## config.mk

```make
export PLATFORM = sky130hd
export DESIGN_NAME = serial_adder
export DESIGN_NICKNAME = d
export VERILOG_FILES = /design/src/rtl/serial_adder.sv
export SDC_FILE = /design/constraint.sdc
export NUM_CORES = 1
export LEC_CHECK = 0
export CORE_ASPECT_RATIO = 1.4
export CORE_MARGIN = 2
export CORE_UTILIZATION = 45
export CTS_CLUSTER_SIZE = 28
export DETAILED_ROUTE_END_ITERATION = 10
export MAX_ROUTING_LAYER = met4
export PLACE_DENSITY = 0.68
export SLEW_MARGIN = 20
export SYNTH_ARGS = -nofsm -noshare
export SYNTH_HDL_FRONTEND = slang
export SYNTH_SLANG_ARGS = --single-unit
export TNS_END_PERCENT = 10
```

## constraint.sdc

```tcl
create_clock -name clk -period 1.8 [get_ports clk]
set_clock_uncertainty 0.15 [all_clocks]
set_input_delay 0.36 -clock clk [delete_from_list [all_inputs] [get_ports clk]]
set_output_delay 0.36 -clock clk [all_outputs]
set_load 0.1 [all_outputs]
```

## src/rtl/serial_adder.sv

```systemverilog
// Bit-serial adder: one full-adder slice per cycle, LSB first.
// Result and carry are published only when the last bit has been summed.
module serial_adder #(
    parameter int WIDTH = 8
) (
    input  logic             clk,
    input  logic             rst,
    input  logic             start,
    input  logic [WIDTH-1:0] a,
    input  logic [WIDTH-1:0] b,
    output logic             busy,
    output logic             done,
    output logic [WIDTH-1:0] sum,
    output logic             carry_out
);

    localparam int CW = $clog2(WIDTH);
    localparam logic [CW-1:0] LAST = CW'(WIDTH - 1);

    typedef enum logic [1:0] {
        IDLE = 2'd0,
        ADD  = 2'd1,
        DONE = 2'd2
    } state_t;

    state_t state;
    state_t state_next;

    logic [WIDTH-1:0] a_sh;
    logic [WIDTH-1:0] b_sh;
    logic [WIDTH-1:0] sum_sh;
    logic [CW-1:0]    cnt;
    logic             cy;

    logic s1;
    logic c1;
    logic s;
    logic c2;
    logic carry_next;

    // Full-adder slice built from two half adders and an OR.
    assign s1         = a_sh[0] ^ b_sh[0];
    assign c1         = a_sh[0] & b_sh[0];
    assign s          = s1 ^ cy;
    assign c2         = s1 & cy;
    assign carry_next = c1 | c2;

    always_ff @(posedge clk) begin
        if (rst) begin
            state <= IDLE;
        end else begin
            state <= state_next;
        end
    end

    always_comb begin
        state_next = state;
        unique case (state)
            IDLE:    if (start) state_next = ADD;
            ADD:     if (cnt == LAST) state_next = DONE;
            DONE:    state_next = IDLE;
            default: state_next = IDLE;
        endcase
    end

    assign busy = (state == ADD);
    assign done = (state == DONE);

    always_ff @(posedge clk) begin
        if (rst) begin
            a_sh      <= '0;
            b_sh      <= '0;
            sum_sh    <= '0;
            cnt       <= '0;
            cy        <= 1'b0;
            sum       <= '0;
            carry_out <= 1'b0;
        end else if (state == IDLE && start) begin
            a_sh <= a;
            b_sh <= b;
            cy   <= 1'b0;
            cnt  <= '0;
        end else if (state == ADD) begin
            a_sh   <= {1'b0, a_sh[WIDTH-1:1]};
            b_sh   <= {1'b0, b_sh[WIDTH-1:1]};
            sum_sh <= {s, sum_sh[WIDTH-1:1]};
            cy     <= carry_next;
            cnt    <= cnt + 1'b1;
            if (cnt == LAST) begin
                sum       <= {s, sum_sh[WIDTH-1:1]};
                carry_out <= carry_next;
            end
        end
    end

endmodule

```

-- Word level (Yosys, flattened, before mapping)
Cells that the tools add are included.
- reductions and logical operators: 7
- bitwise gates (word level): 6
- equality and inequality tests: 5
- add/sub/neg operators: 1
- multiplexer cells: 7
- operators by type and width (operator ; count):
    2-to-1 mux 8 bit ; 4
    2-to-1 mux 2 bit ; 2
    one-hot mux 2 bit (2 select lines) ; 1
    AND reduction 2 bit ; 2
    adder 3 x 1 -> 3 bit (second input constant) ; 1
    == test 3 bit (second input constant) ; 1
    AND reduction 3 bit ; 1
    AND 1 bit ; 2
    == test 2 x 1 -> 1 bit (second input constant) ; 1
    == test 2 bit (second input constant) ; 1
    logical NOT 2 bit ; 1
    != test 2 x 1 -> 1 bit (second input constant) ; 1
    != test 2 bit (second input constant) ; 1
    nonzero test 2 bit ; 1
    OR reduction 2 bit ; 1
    bitwise XOR 1 bit ; 2
    logical AND 1 bit ; 1
    NOT 1 bit ; 1
    bitwise OR 1 bit ; 1
- logic and storage cells: 34
- input port bits: 19
- output and inout port bits: 11
- flip-flop bits (word level): 39

-- Logic depth before layout (Yosys ltp)
- depth in word-level cells: 4
- gate-level depth with buffers: 6
- mapped depth without buffers: 5

-- Worst setup path before layout
Ideal clock, no wire load.
- kind: flip-flop to output port
- start: reg state[1]
- end: out done
- cell stages (with the launch flop): 2
- path buffers: 0
- required time: 1.290 ns
- arrival time: 1.817 ns
- path slack: -0.527 ns
- cell sequence: dfxtp_1 -> nor2b_1
- word-level cells in the longest chain between the ends: 1
- RTL lines (element ; line ; text):
    start: declaration ; 26 ; state_t state;
    start signal: assignment ; 52 ; state <= state_next;
    == test 2 bit ; 67 ; assign done = (state == DONE);
    end: declaration ; 12 ; output logic done,
No other way between the ends.

-- Worst setup path after layout
- start: reg state[1]
- end: out busy
- word-level cells in the longest chain between the ends: 1
- RTL lines (element ; line ; text):
    == test 2 x 1 -> 1 bit ; 66 ; assign busy = (state == ADD);
    end: declaration ; 11 ; output logic busy,
No other way between the ends.

==> impl_metrics.ini <==
[route]
vias = 1367
wl_per_cell_um = 12.9
first_pass_iters = 4
drc = 0
drt-initial-drc-count = 39
ant_nets = 0
routed_wl_um = 3290
vias_per_cell = 5.36

[synthesis]
ys_types = 27
synth_top_cell_by_area = dfxtp_1
ys_ff_latch = 38
synth_area_per_cell_um2 = 8.66
synth_edf_count = 0
yosys.cell_count.top_type = dfxtp_1
synth_top_area_share_pct = 47.5
yosysSeqAreaShare_pct = 47.5
yosysWarnings = 0
synthTopCellsByArea = dfxtp_1 48%, a21oi_1 10%, nand2_1 8.7%
synthesis.area_mm2 = 0.00160
dominantRegCellSynth = dfxtp_1
syn-num-nets = 207
syn_inst = 185
ys_async_sr_fraction_pct = 0
yosys-top-cells-count = 38 x dfxtp_1, 37 x nand2_1, 32 x a21oi_1, 15 x nor2_1, 11 x nand3_1

[critical_path]
crit_path_end_kind = output pin
worstPathCellList = nand2b_4, inv_2, buf_12
cp_max_fo = 10
r2r-start = cnt[0]
reg2regPathDepth = 5
worstPathRequired_ns = 1.29
start_kind = register
reg2reg_to = sum[4]
cp_data_arrival_time_ns = 1.23
slowest_delay_ns = 0.37
cp-startpoint = state[1]
crit_type = reg -> out
slowest_stage = dfxtp_2
rrSetupSlack_ns = 0.28

[grt]
grt_pass1_wl_um = 5840
antenna_found_initial = 0
grt_max_degree = 39
first_global_vias = 1382
grt_overflow_total = 0
track_usage_pct = 20.4

[power_and_ir_drop]
intPower_uw = 1270
clkPwrFrac_pct = 32.0
seqPwrFrac_pct = 53.2
power_density_mw_per_mm2 = 798
p_switching_uw = 433
sw_frac_of_total_pct = 25.5
fin_total_pwr_uw = 1700
comb_power_share_pct = 14.8
peakVddDrop_v = 0.000554
p_leak_uw = 0.000763

[placement]
gp_congestion = 0.742
port_buffers = 29
dp_hpwl_um = 2350

[floorplan]
die-area_mm2 = 0.00406
start_util_pct = 47.4
rows = 25
die_w_um = 54.4
core_mm2 = 0.00338
pin_count = 30
die_h_um = 74.6

[sta]
fmax_ghz = 0.574
setup_viol = 0
rsz0062_at_grt = false
period_minus_slack_ns = 1.74
timing.slew.headroom_pct = 72.6
period_share_pct = 96.7
final_hold_viol_count = 0
drv_slew = 0
whs_ns = 0.312
worst_slew_pin_slew_ns = 0.409

[worst_hold_path]
hold_start = sum_sh[1]
whs_path_depth = 2
holdPathEnd = sum_sh[1]
hold_class = reg -> reg

[clocking]
cts_buffer_depth = 2
path_clk_slew_ns = 0.06
cts.sinks = 38
clk_latency_ns = 0.29
cts_buffers = 5
root_buffer = clkbuf_8
cts_tree = built
htree_num_levels = 2

[finish]
antenna_cells = 0
syn_to_final_growth_pct = 33.0
regArea_um2 = 763
multi_input_area_um2 = 751
nets = 237
drive_gt1_share_pct = 17.7
fill_cells = 292

[flow_run]
drv_cap = 0

[run_status]
outcome = complete, no violations
==> sequential cells by signal, indices dropped and copies added, names as in the netlist <==
signal	count
sum	8
state	2
cnt	3
a_sh	8
carry_out	1
sum_sh	7
b_sh	8
cy	1
==> area by class of cell <==
class | instances | area share [%]
Tap cell | 40 | 2.35
Inverter | 1 | 0.176
Multi-Input combinational cell | 132 | 35.3
Sequential cell | 38 | 35.8
Timing Repair Buffer | 37 | 22.8
Clock buffer | 7 | 3.58
==> worst max path at each step <==
stage | slack (ns) | to | depth (start not counted)
2_1_floorplan | 0.18 | busy | 3
3_3_place_gp | -0.07 | a_sh[4] | 5
3_5_place_dp | -0.10 | a_sh[5] | 5
4_1_cts | 0.02 | busy | 3
5_1_grt | 0.009 | busy | 3
6_report | 0.06 | busy | 3
==> kinds of logic after synthesis <==
| logic type | count (synthesis) | synth area share [%] |
|---|---|---|
| AND/OR/NAND/NOR | 79 | 23.2 |
| AO/OA/AOI/OAI | 46 | 18.0 |
| flip-flops | 38 | 47.5 |
| buffers and inverters | 15 | 6.09 |
| multiplexers | 3 | 1.88 |
| adder cells (fa/ha/maj) | 3 | 2.81 |
| XOR/XNOR | 1 | 0.547 |
==> placed cells by master, fill, tap and decap left out, types with 2 or more instances in the layout <==
cell type	synthesis	layout
buf_12	0	13
ha_1	2	2
buf_4	2	6
clkbuf_8	0	5
nor2_1	15	15
clkbuf_1	5	2
nor3_1	6	6
clkdlybuf4s50_1	0	18
dfxtp_1	38	36
or3b_2	2	2
nand2_1	37	37
mux2i_1	3	3
a211oi_2	4	4
a21oi_1	32	32
nand3_1	11	11
dfxtp_2	0	2
nand2b_1	2	2
a211oi_1	8	8
==> power groups by stage <==
stage,combinational (µW),clock (µW),sequential (µW)
floorplan,175,0,914
global placement,244,0,920
detailed placement,251,0,923
CTS,252,556,904
global route,275,592,908
finish,251,543,905
==> through the flow <==
step	TNS, ns	util [%]	std cells	worst slack [ns]	area, µm²
2_1_floorplan	0	-	185	0.177	1610
3_3_place_gp	-0.785	60.7	248	-0.0688	2050
3_5_place_dp	-1.09	60.7	248	-0.101	2050
4_1_cts	0	63.0	255	0.0217	2130
5_1_grt	0	63.0	255	0.00929	2130
6_report	0	63.0	255	0.0589	2130
==> timing repair <==
action / CTS / global route
hold buffers: 0 / 0
buffers inserted: 0 / 0
endpoints found under the setup margin: 1 / 1
gates resized for setup: 1 / 1
==> layer usage <==
layer	wire length [µm]	GRT usage, %	vias to the layer above
met2	1770	35.6	26
met1	1320	20.3	646
met5	0	-	-
met4	89	11.7	0
li1	-	-	687
met3	105	4.22	8
==> worst max-delay path, delay by kind of cell (launching register included) <==
family	cells	cell delay, ns
flops	1	0.37
buf+inv	2	0.40
simple gates	1	0.16
Note: power is estimated with default switching activity, not from simulation.
